## src/rtl/id_stage_if.sv

```systemverilog
// ID-stage bus: decode inputs, writeback port, hazard-unit taps and the registered ID/EX payload.
interface id_stage_if;
  logic [31:0] instrD;
  logic        validD;
  logic [31:0] PCD;
  logic [31:0] PcpD;
  logic        FlushE;

  logic        RegWriteW;
  logic [4:0]  RdW;
  logic [31:0] ResultW;

  logic [4:0]  Rs1D;
  logic [4:0]  Rs2D;

  logic [31:0] RD1E;
  logic [31:0] RD2E;
  logic [31:0] ImmExtE;
  logic [31:0] PCE;
  logic [31:0] PcpE;
  logic [4:0]  Rs1E;
  logic [4:0]  Rs2E;
  logic [4:0]  RdE;
  logic [3:0]  ALUControlE;
  logic [1:0]  ResultSrcE;
  logic        RegWriteE;
  logic        MemWriteE;
  logic        BranchE;
  logic        JumpE;
  logic        ALUSrcE;
  logic        validE;
  logic        illegalE;

  modport master (
    output instrD, validD, PCD, PcpD, FlushE, RegWriteW, RdW, ResultW,
    input  Rs1D, Rs2D,
    input  RD1E, RD2E, ImmExtE, PCE, PcpE, Rs1E, Rs2E, RdE, ALUControlE, ResultSrcE,
    input  RegWriteE, MemWriteE, BranchE, JumpE, ALUSrcE, validE, illegalE
  );

  modport slave (
    input  instrD, validD, PCD, PcpD, FlushE, RegWriteW, RdW, ResultW,
    output Rs1D, Rs2D,
    output RD1E, RD2E, ImmExtE, PCE, PcpE, Rs1E, Rs2E, RdE, ALUControlE, ResultSrcE,
    output RegWriteE, MemWriteE, BranchE, JumpE, ALUSrcE, validE, illegalE
  );
endinterface

```

## src/rtl/id_stage.sv

```systemverilog
// RV32I decode stage: 32x32 register file, control decode, immediate extension and ID/EX register.
// Define RF_BYPASS_EN to forward a same-cycle writeback onto the register-file read ports.
module id_stage (
  input logic       clk,
  input logic       rst_n,
  id_stage_if.slave bus
);
  localparam int unsigned XLEN = 32;
  localparam int unsigned RW   = 5;
  localparam int unsigned NREG = 32;

  localparam logic [6:0] OP_R     = 7'b0110011;
  localparam logic [6:0] OP_I     = 7'b0010011;
  localparam logic [6:0] OP_LOAD  = 7'b0000011;
  localparam logic [6:0] OP_STORE = 7'b0100011;
  localparam logic [6:0] OP_BR    = 7'b1100011;
  localparam logic [6:0] OP_JAL   = 7'b1101111;
  localparam logic [6:0] OP_JALR  = 7'b1100111;
  localparam logic [6:0] OP_LUI   = 7'b0110111;

  localparam logic [3:0] ALU_ADD   = 4'b0000;
  localparam logic [3:0] ALU_SUB   = 4'b0001;
  localparam logic [3:0] ALU_AND   = 4'b0010;
  localparam logic [3:0] ALU_OR    = 4'b0011;
  localparam logic [3:0] ALU_XOR   = 4'b0100;
  localparam logic [3:0] ALU_SLT   = 4'b0101;
  localparam logic [3:0] ALU_SLTU  = 4'b0110;
  localparam logic [3:0] ALU_SLL   = 4'b0111;
  localparam logic [3:0] ALU_SRL   = 4'b1000;
  localparam logic [3:0] ALU_SRA   = 4'b1001;
  localparam logic [3:0] ALU_PASSB = 4'b1010;

  logic [XLEN-1:0] rf [NREG];
  logic [XLEN-1:0] instr;
  logic [6:0]      opcode;
  logic [2:0]      funct3;
  logic            alt;
  logic [RW-1:0]   rs1;
  logic [RW-1:0]   rs2;
  logic [XLEN-1:0] rd1;
  logic [XLEN-1:0] rd2;

  logic [XLEN-1:0] imm;
  logic [3:0]      alu_ctl;
  logic [1:0]      res_src;
  logic            reg_write;
  logic            mem_write;
  logic            branch;
  logic            jump;
  logic            alu_src;
  logic            illegal;
  logic            bubble;

  assign instr  = bus.instrD;
  assign opcode = instr[6:0];
  assign funct3 = instr[14:12];
  assign alt    = instr[30];
  assign rs1    = instr[19:15];
  assign rs2    = instr[24:20];

  assign bus.Rs1D = rs1;
  assign bus.Rs2D = rs2;

  function automatic logic [3:0] alu_op(input logic [2:0] f3, input logic sel_alt);
    logic [3:0] op;
    case (f3)
      3'b000:  op = sel_alt ? ALU_SUB : ALU_ADD;
      3'b001:  op = ALU_SLL;
      3'b010:  op = ALU_SLT;
      3'b011:  op = ALU_SLTU;
      3'b100:  op = ALU_XOR;
      3'b101:  op = sel_alt ? ALU_SRA : ALU_SRL;
      3'b110:  op = ALU_OR;
      default: op = ALU_AND;
    endcase
    return op;
  endfunction

  // Register file: x0 is never written, reset clears every entry and wins over writeback.
  always_ff @(posedge clk) begin
    if (!rst_n) begin
      for (int i = 0; i < NREG; i++) rf[i] <= '0;
    end else if (bus.RegWriteW && (bus.RdW != '0)) begin
      rf[bus.RdW] <= bus.ResultW;
    end
  end

  always_comb begin
    rd1 = (rs1 == '0) ? '0 : rf[rs1];
    rd2 = (rs2 == '0) ? '0 : rf[rs2];
`ifdef RF_BYPASS_EN
    if (bus.RegWriteW && (bus.RdW != '0) && (bus.RdW == rs1)) rd1 = bus.ResultW;
    if (bus.RegWriteW && (bus.RdW != '0) && (bus.RdW == rs2)) rd2 = bus.ResultW;
`endif
  end

  // Control decode and immediate selection; unknown opcodes keep every control low.
  always_comb begin
    imm       = '0;
    alu_ctl   = ALU_ADD;
    res_src   = 2'b00;
    reg_write = 1'b0;
    mem_write = 1'b0;
    branch    = 1'b0;
    jump      = 1'b0;
    alu_src   = 1'b0;
    illegal   = 1'b0;
    case (opcode)
      OP_R: begin
        reg_write = 1'b1;
        alu_ctl   = alu_op(funct3, alt);
      end
      OP_I: begin
        reg_write = 1'b1;
        alu_src   = 1'b1;
        imm       = {{20{instr[31]}}, instr[31:20]};
        alu_ctl   = alu_op(funct3, (funct3 == 3'b101) && alt);
      end
      OP_LOAD: begin
        reg_write = 1'b1;
        alu_src   = 1'b1;
        res_src   = 2'b01;
        imm       = {{20{instr[31]}}, instr[31:20]};
      end
      OP_STORE: begin
        mem_write = 1'b1;
        alu_src   = 1'b1;
        imm       = {{20{instr[31]}}, instr[31:25], instr[11:7]};
      end
      OP_BR: begin
        branch  = 1'b1;
        alu_ctl = ALU_SUB;
        imm     = {{20{instr[31]}}, instr[7], instr[30:25], instr[11:8], 1'b0};
      end
      OP_JAL: begin
        reg_write = 1'b1;
        jump      = 1'b1;
        res_src   = 2'b10;
        imm       = {{12{instr[31]}}, instr[19:12], instr[20], instr[30:21], 1'b0};
      end
      OP_JALR: begin
        reg_write = 1'b1;
        jump      = 1'b1;
        alu_src   = 1'b1;
        res_src   = 2'b10;
        imm       = {{20{instr[31]}}, instr[31:20]};
      end
      OP_LUI: begin
        reg_write = 1'b1;
        alu_src   = 1'b1;
        alu_ctl   = ALU_PASSB;
        imm       = {instr[31:12], 12'b0};
      end
      default: illegal = 1'b1;
    endcase
  end

  assign bubble = bus.FlushE || !bus.validD;

  // ID/EX register: data always follows ID, controls collapse to a bubble on flush or invalid input.
  always_ff @(posedge clk) begin
    if (!rst_n) begin
      bus.RD1E        <= '0;
      bus.RD2E        <= '0;
      bus.ImmExtE     <= '0;
      bus.PCE         <= '0;
      bus.PcpE        <= '0;
      bus.Rs1E        <= '0;
      bus.Rs2E        <= '0;
      bus.RdE         <= '0;
      bus.ALUControlE <= '0;
      bus.ResultSrcE  <= '0;
      bus.RegWriteE   <= 1'b0;
      bus.MemWriteE   <= 1'b0;
      bus.BranchE     <= 1'b0;
      bus.JumpE       <= 1'b0;
      bus.ALUSrcE     <= 1'b0;
      bus.validE      <= 1'b0;
      bus.illegalE    <= 1'b0;
    end else begin
      bus.RD1E    <= rd1;
      bus.RD2E    <= rd2;
      bus.ImmExtE <= imm;
      bus.PCE     <= bus.PCD;
      bus.PcpE    <= bus.PcpD;
      bus.Rs1E    <= rs1;
      bus.Rs2E    <= rs2;
      bus.RdE     <= instr[11:7];
      if (bubble) begin
        bus.ALUControlE <= '0;
        bus.ResultSrcE  <= '0;
        bus.RegWriteE   <= 1'b0;
        bus.MemWriteE   <= 1'b0;
        bus.BranchE     <= 1'b0;
        bus.JumpE       <= 1'b0;
        bus.ALUSrcE     <= 1'b0;
        bus.validE      <= 1'b0;
        bus.illegalE    <= 1'b0;
      end else begin
        bus.ALUControlE <= alu_ctl;
        bus.ResultSrcE  <= res_src;
        bus.RegWriteE   <= reg_write;
        bus.MemWriteE   <= mem_write;
        bus.BranchE     <= branch;
        bus.JumpE       <= jump;
        bus.ALUSrcE     <= alu_src;
        bus.validE      <= 1'b1;
        bus.illegalE    <= illegal;
      end
    end
  end
endmodule

```

## src/flat_wrapper.sv

```systemverilog
// flat-port wrapper written by rule: the top's interface ports become plain ports
module id_stage_flat 
  (clk, rst_n, bus_instrD, bus_validD, bus_PCD, bus_PcpD, bus_FlushE, bus_RegWriteW, bus_RdW, bus_ResultW, bus_Rs1D, bus_Rs2D, bus_RD1E, bus_RD2E, bus_ImmExtE, bus_PCE, bus_PcpE, bus_Rs1E, bus_Rs2E, bus_RdE, bus_ALUControlE, bus_ResultSrcE, bus_RegWriteE, bus_MemWriteE, bus_BranchE, bus_JumpE, bus_ALUSrcE, bus_validE, bus_illegalE);
  id_stage_if bus_i ();
  input logic clk;
  input logic rst_n;
  input wire logic [$bits(bus_i.instrD)-1:0] bus_instrD;
  input wire logic [$bits(bus_i.validD)-1:0] bus_validD;
  input wire logic [$bits(bus_i.PCD)-1:0] bus_PCD;
  input wire logic [$bits(bus_i.PcpD)-1:0] bus_PcpD;
  input wire logic [$bits(bus_i.FlushE)-1:0] bus_FlushE;
  input wire logic [$bits(bus_i.RegWriteW)-1:0] bus_RegWriteW;
  input wire logic [$bits(bus_i.RdW)-1:0] bus_RdW;
  input wire logic [$bits(bus_i.ResultW)-1:0] bus_ResultW;
  output wire logic [$bits(bus_i.Rs1D)-1:0] bus_Rs1D;
  output wire logic [$bits(bus_i.Rs2D)-1:0] bus_Rs2D;
  output wire logic [$bits(bus_i.RD1E)-1:0] bus_RD1E;
  output wire logic [$bits(bus_i.RD2E)-1:0] bus_RD2E;
  output wire logic [$bits(bus_i.ImmExtE)-1:0] bus_ImmExtE;
  output wire logic [$bits(bus_i.PCE)-1:0] bus_PCE;
  output wire logic [$bits(bus_i.PcpE)-1:0] bus_PcpE;
  output wire logic [$bits(bus_i.Rs1E)-1:0] bus_Rs1E;
  output wire logic [$bits(bus_i.Rs2E)-1:0] bus_Rs2E;
  output wire logic [$bits(bus_i.RdE)-1:0] bus_RdE;
  output wire logic [$bits(bus_i.ALUControlE)-1:0] bus_ALUControlE;
  output wire logic [$bits(bus_i.ResultSrcE)-1:0] bus_ResultSrcE;
  output wire logic [$bits(bus_i.RegWriteE)-1:0] bus_RegWriteE;
  output wire logic [$bits(bus_i.MemWriteE)-1:0] bus_MemWriteE;
  output wire logic [$bits(bus_i.BranchE)-1:0] bus_BranchE;
  output wire logic [$bits(bus_i.JumpE)-1:0] bus_JumpE;
  output wire logic [$bits(bus_i.ALUSrcE)-1:0] bus_ALUSrcE;
  output wire logic [$bits(bus_i.validE)-1:0] bus_validE;
  output wire logic [$bits(bus_i.illegalE)-1:0] bus_illegalE;
  assign bus_i.instrD = bus_instrD;
  assign bus_i.validD = bus_validD;
  assign bus_i.PCD = bus_PCD;
  assign bus_i.PcpD = bus_PcpD;
  assign bus_i.FlushE = bus_FlushE;
  assign bus_i.RegWriteW = bus_RegWriteW;
  assign bus_i.RdW = bus_RdW;
  assign bus_i.ResultW = bus_ResultW;
  assign bus_Rs1D = bus_i.Rs1D;
  assign bus_Rs2D = bus_i.Rs2D;
  assign bus_RD1E = bus_i.RD1E;
  assign bus_RD2E = bus_i.RD2E;
  assign bus_ImmExtE = bus_i.ImmExtE;
  assign bus_PCE = bus_i.PCE;
  assign bus_PcpE = bus_i.PcpE;
  assign bus_Rs1E = bus_i.Rs1E;
  assign bus_Rs2E = bus_i.Rs2E;
  assign bus_RdE = bus_i.RdE;
  assign bus_ALUControlE = bus_i.ALUControlE;
  assign bus_ResultSrcE = bus_i.ResultSrcE;
  assign bus_RegWriteE = bus_i.RegWriteE;
  assign bus_MemWriteE = bus_i.MemWriteE;
  assign bus_BranchE = bus_i.BranchE;
  assign bus_JumpE = bus_i.JumpE;
  assign bus_ALUSrcE = bus_i.ALUSrcE;
  assign bus_validE = bus_i.validE;
  assign bus_illegalE = bus_i.illegalE;
  id_stage u_core (.clk(clk), .rst_n(rst_n), .bus(bus_i));
endmodule
```

## config.mk

```make
export PLATFORM = sky130hd
export DESIGN_NAME = id_stage_flat
export DESIGN_NICKNAME = d
export VERILOG_FILES = /design/src/rtl/id_stage_if.sv /design/src/rtl/id_stage.sv /design/src/flat_wrapper.sv
export SDC_FILE = /design/constraint.sdc
export NUM_CORES = 2
export LEC_CHECK = 0
export ABC_AREA = 0
export CORE_ASPECT_RATIO = 0.8
export CORE_MARGIN = 1.5
export CORE_UTILIZATION = 27
export CTS_BUF_LIST = sky130_fd_sc_hd__clkbuf_4
export DETAILED_ROUTE_END_ITERATION = 8
export GPL_TIMING_DRIVEN = 0
export SLEW_MARGIN = 15
export SYNTH_ARGS = -nofsm -noshare
export SYNTH_HDL_FRONTEND = slang
export SYNTH_SLANG_ARGS = --single-unit
export TNS_END_PERCENT = 1
```

## constraint.sdc

```tcl
create_clock -name clk -period 4.3 [get_ports clk]
set_input_delay 1.075 -clock clk [delete_from_list [all_inputs] [get_ports clk]]
set_output_delay 1.075 -clock clk [all_outputs]
set_load 0.005 [all_outputs]
```

==> results_dict.tcl <==
set metrics [dict create \
    overflow 0 \
    max_stage_delay_ps 1180 \
    portBuffers 328 \
    slowest_stage "nand4b_1" \
    clock_skew_ps 196 \
    cts_tree "built" \
    dpl.hpwl_um 209000 \
    slew_viol_final 0 \
    worst_pin_slew_ps 1410 \
    r2r.worst_path.cells 4 \
    htreeDepth 5 \
    worst_setup_path_start_kind "input pin" \
    drtIter0Drc 8028 \
    criticalPathCategory "in2reg" \
    synthTopCellsByArea "edfxtp_1 51%, mux4_2 14%, and2_1 11%, dfxtp_1 6.3%, mux2i_1 4.5%" \
    grt_pass1_vias 42254 \
    clkSinkCount 1212 \
    use_met2_pct 34.5 \
    period_share_pct 102 \
    synthFlopType "edfxtp_1" \
    num_rows 154 \
    required_ps 5440 \
    timing.fmax_mhz 228 \
    worst-path-max-fanout 10 \
    place.gp.congestion 1.06 \
    min_path_cells 2 \
    numCtsBuffers 347 \
    start_util_pct 27.2 \
    drt_pass1_iterations 8 \
    dp.cells 7476 \
    synth_warnings 0 \
    vias 44865 \
    netlist.area_leader.share_pct 51.4 \
    mostFrequentLayoutCell "and2_1" \
    syn_inst 4104 \
    final.setup.tns_ps -451 \
    vdd_drop_max_mv 0.282 \
    synth_seq_cells 1212 \
    ant_nets 0 \
    io-pin-count 336 \
    busiest_layer "met2" \
    cp-end-kind "flip-flop" \
    grt_setup_unrepaired "no" \
    grt_pass1_wl_um 373000 \
    cts_root_buf "clkbuf_4" \
    post_cts_buffers 0 \
    use_met1_pct 29.8 \
    cap_violations 0 \
    synth_edf_count 1024 \
    nNetsFinal 5003 \
    grtUsageMet3_pct 13.0 \
    hold_buffers 0 \
    timing.critical_path.cells "clkdlybuf4s50_1 > buf_2 > nand4b_1 > clkbuf_2 > nor2_1 > clkbuf_1 > and2_1" \
    rrSetupSlack_ps 1250 \
    instances_no_fill 8094 \
    die_h_um 424 \
    syn_area_sq_um 59800 \
    drive_above_1_share_pct 23.2 \
    cp.arrival_ps 5530 \
    die_x_um 529 \
    wl_um 286000 \
    vias_per_cell 5.54 \
    yosysUniqueCellTypes 58 \
    synth.avg_cell_area_sq_um 14.6 \
    area_growth_pct 21.8 \
    period_minus_slack_ps 4390 \
    ys_seq_area_share_pct 57.7 \
    fin_util_pct 33.1 \
    clk_pin_slew_worst_paths_ps 50 \
    drc 0 \
    fin_ws_ps -94.9 \
    die_area_sq_um 224000 \
    n_fill_cell 21662 \
    status "finished, violations left" \
    clk_path_buf_depth 4 \
    core_sq_um 220000 \
    failed_checks "setup timing" \
    hold_class "in2reg" \
    powerDensity_nw_per_um2 394 \
    grt_max_degree 21 \
    final_area_sq_um 72900 \
    clock_latency_ps 1450 \
    grt_antenna_before_repair 36 \
    grtUsageTotal_pct 24.8 \
    placed_area_sq_um 68500 \
    wl_per_cell_um 35.4 \
    finalSetupViolCount 11 \
    finalHoldViolCount 0 \
    max_slew_margin_pct 5.89 \
    p_leak_nw 25.6 \
    synth-async-reset-ratio_pct 0 \
    cts_resized 0 \
    place_ws_ps -1180 \
    final_cell_mix "1,082 x and2_1, 1,024 x edfxtp_1, 520 x clkbuf_4, 379 x mux4_2, 328 x clkdlybuf4s50_1" \
    yosysTopAreaCell "edfxtp_1" \
]
==> per-stage QoR <==
| stage | power [mW] | hold WS [ps] |
|---|---|---|
| after CTS | 28.5 | 49.1 |
| after global placement | 17.7 | 857 |
| after floorplan | 15.6 | 654 |
| after detailed placement | 17.9 | 857 |
| after global routing | 29.3 | 85.6 |
| final | 28.7 | 164 |
==> final timing paths <==
path | start | end
min reg2reg | u_core.rf[21][1]$_SDFFCE_PN0P_ | u_core.bus.RD1E[1]$_SDFF_PP0_
max reg2reg | u_core.rf[19][8]$_SDFFCE_PN0P_ | u_core.bus.RD1E[8]$_SDFF_PP0_
min | bus_instrD[6] | u_core.bus.MemWriteE$_SDFF_PP0_
max | rst_n | u_core.rf[2][11]$_SDFFCE_PN0P_
==> sequential cells by signal, summed over array words and instances (netlist names) <==
name                    cells
u_core.bus.MemWriteE        1
u_core.rf                1024
u_core.bus.RD1E            32
u_core.bus.validE           1
u_core.bus.ImmExtE         32
u_core.bus.ResultSrcE       2
u_core.bus.Rs2E             5
u_core.bus.JumpE            1
u_core.bus.RdE              5
u_core.bus.BranchE          1
u_core.bus.RegWriteE        1
u_core.bus.PCE             32
u_core.bus.illegalE         1
u_core.bus.PcpE            32
u_core.bus.Rs1E             5
u_core.bus.RD2E            32
u_core.bus.ALUControlE      4
u_core.bus.ALUSrcE          1
==> synth_stat cells, types with 5 or more instances <==
| master | number |
|---|---|
| nand3b_1 | 5 |
| o22ai_1 | 32 |
| nor4_1 | 8 |
| a21oi_1 | 35 |
| or2_2 | 16 |
| buf_6 | 30 |
| nor2_1 | 70 |
| a211oi_1 | 12 |
| a211o_1 | 15 |
| a31oi_1 | 54 |
| inv_1 | 5 |
| dfxtp_1 | 188 |
| mux4_2 | 379 |
| clkbuf_1 | 286 |
| and3_1 | 13 |
| nor3b_1 | 5 |
| edfxtp_1 | 1024 |
| and2_1 | 1082 |
| o2111ai_1 | 10 |
| nand2_1 | 60 |
| buf_4 | 35 |
| buf_1 | 7 |
| nor3_1 | 11 |
| buf_2 | 62 |
| a22oi_1 | 129 |
| a22o_1 | 53 |
| nand3_1 | 44 |
| mux2i_1 | 270 |
| buf_8 | 5 |
| a221oi_1 | 6 |
| o21ai_0 | 47 |
| nor2b_1 | 34 |
| mux4_1 | 30 |
==> cells by family (layout without fill, tap and decap cells) <==
kind of cell              Yosys count  in the layout  share of synthesized area (%)
xor gates and xnor gates            1              1                         0.0146
other                               1             70                        0.00627
buffers and inverters             435           1392                           3.66
DFF                              1212           1212                           57.7
and+or+nand+nor                  1367           1367                           13.7
AOI/OAI and AO/OA                 408            408                           4.82
muxes                             680            680                           20.1
==> per-layer routing <==
metal | share of wire [%] | up-vias
li1 | - | 17299
met1 | 35 | 22680
met2 | 41 | 4121
met3 | 17 | 751
met4 | 7.1 | 14
met5 | 0.055 | -
==> layout make-up <==
type                            count  area [sq um]  area share [%]
Tap cell                         2964          3710            5.09
Multi-Input combinational cell   2488         23600            32.5
Clock inverter                     58           284           0.390
Buffer                            430          2190            3.01
Inverter                            5          18.8          0.0258
Timing Repair Buffer              381          4520            6.20
Sequential cell                  1212         34500            47.4
Antenna cell                       38          95.1           0.131
Clock buffer                      518          3890            5.34
==> worst max-delay path: cells and delay by family <==
kind                   cells  cell delay (ps)
and+or+nand+nor            3             1860
buffers and inverters      4             2560
==> power by group <==
group / leakage, nW / switching, mW / internal [mW] / total (mW)
clock network: 2.53 / 5.30 / 5.56 / 10.9
logic: 11.8 / 2.66 / 1.52 / 4.18
registers: 11.3 / 0.322 / 13.4 / 13.7
(Power assumes the default switching activity.)
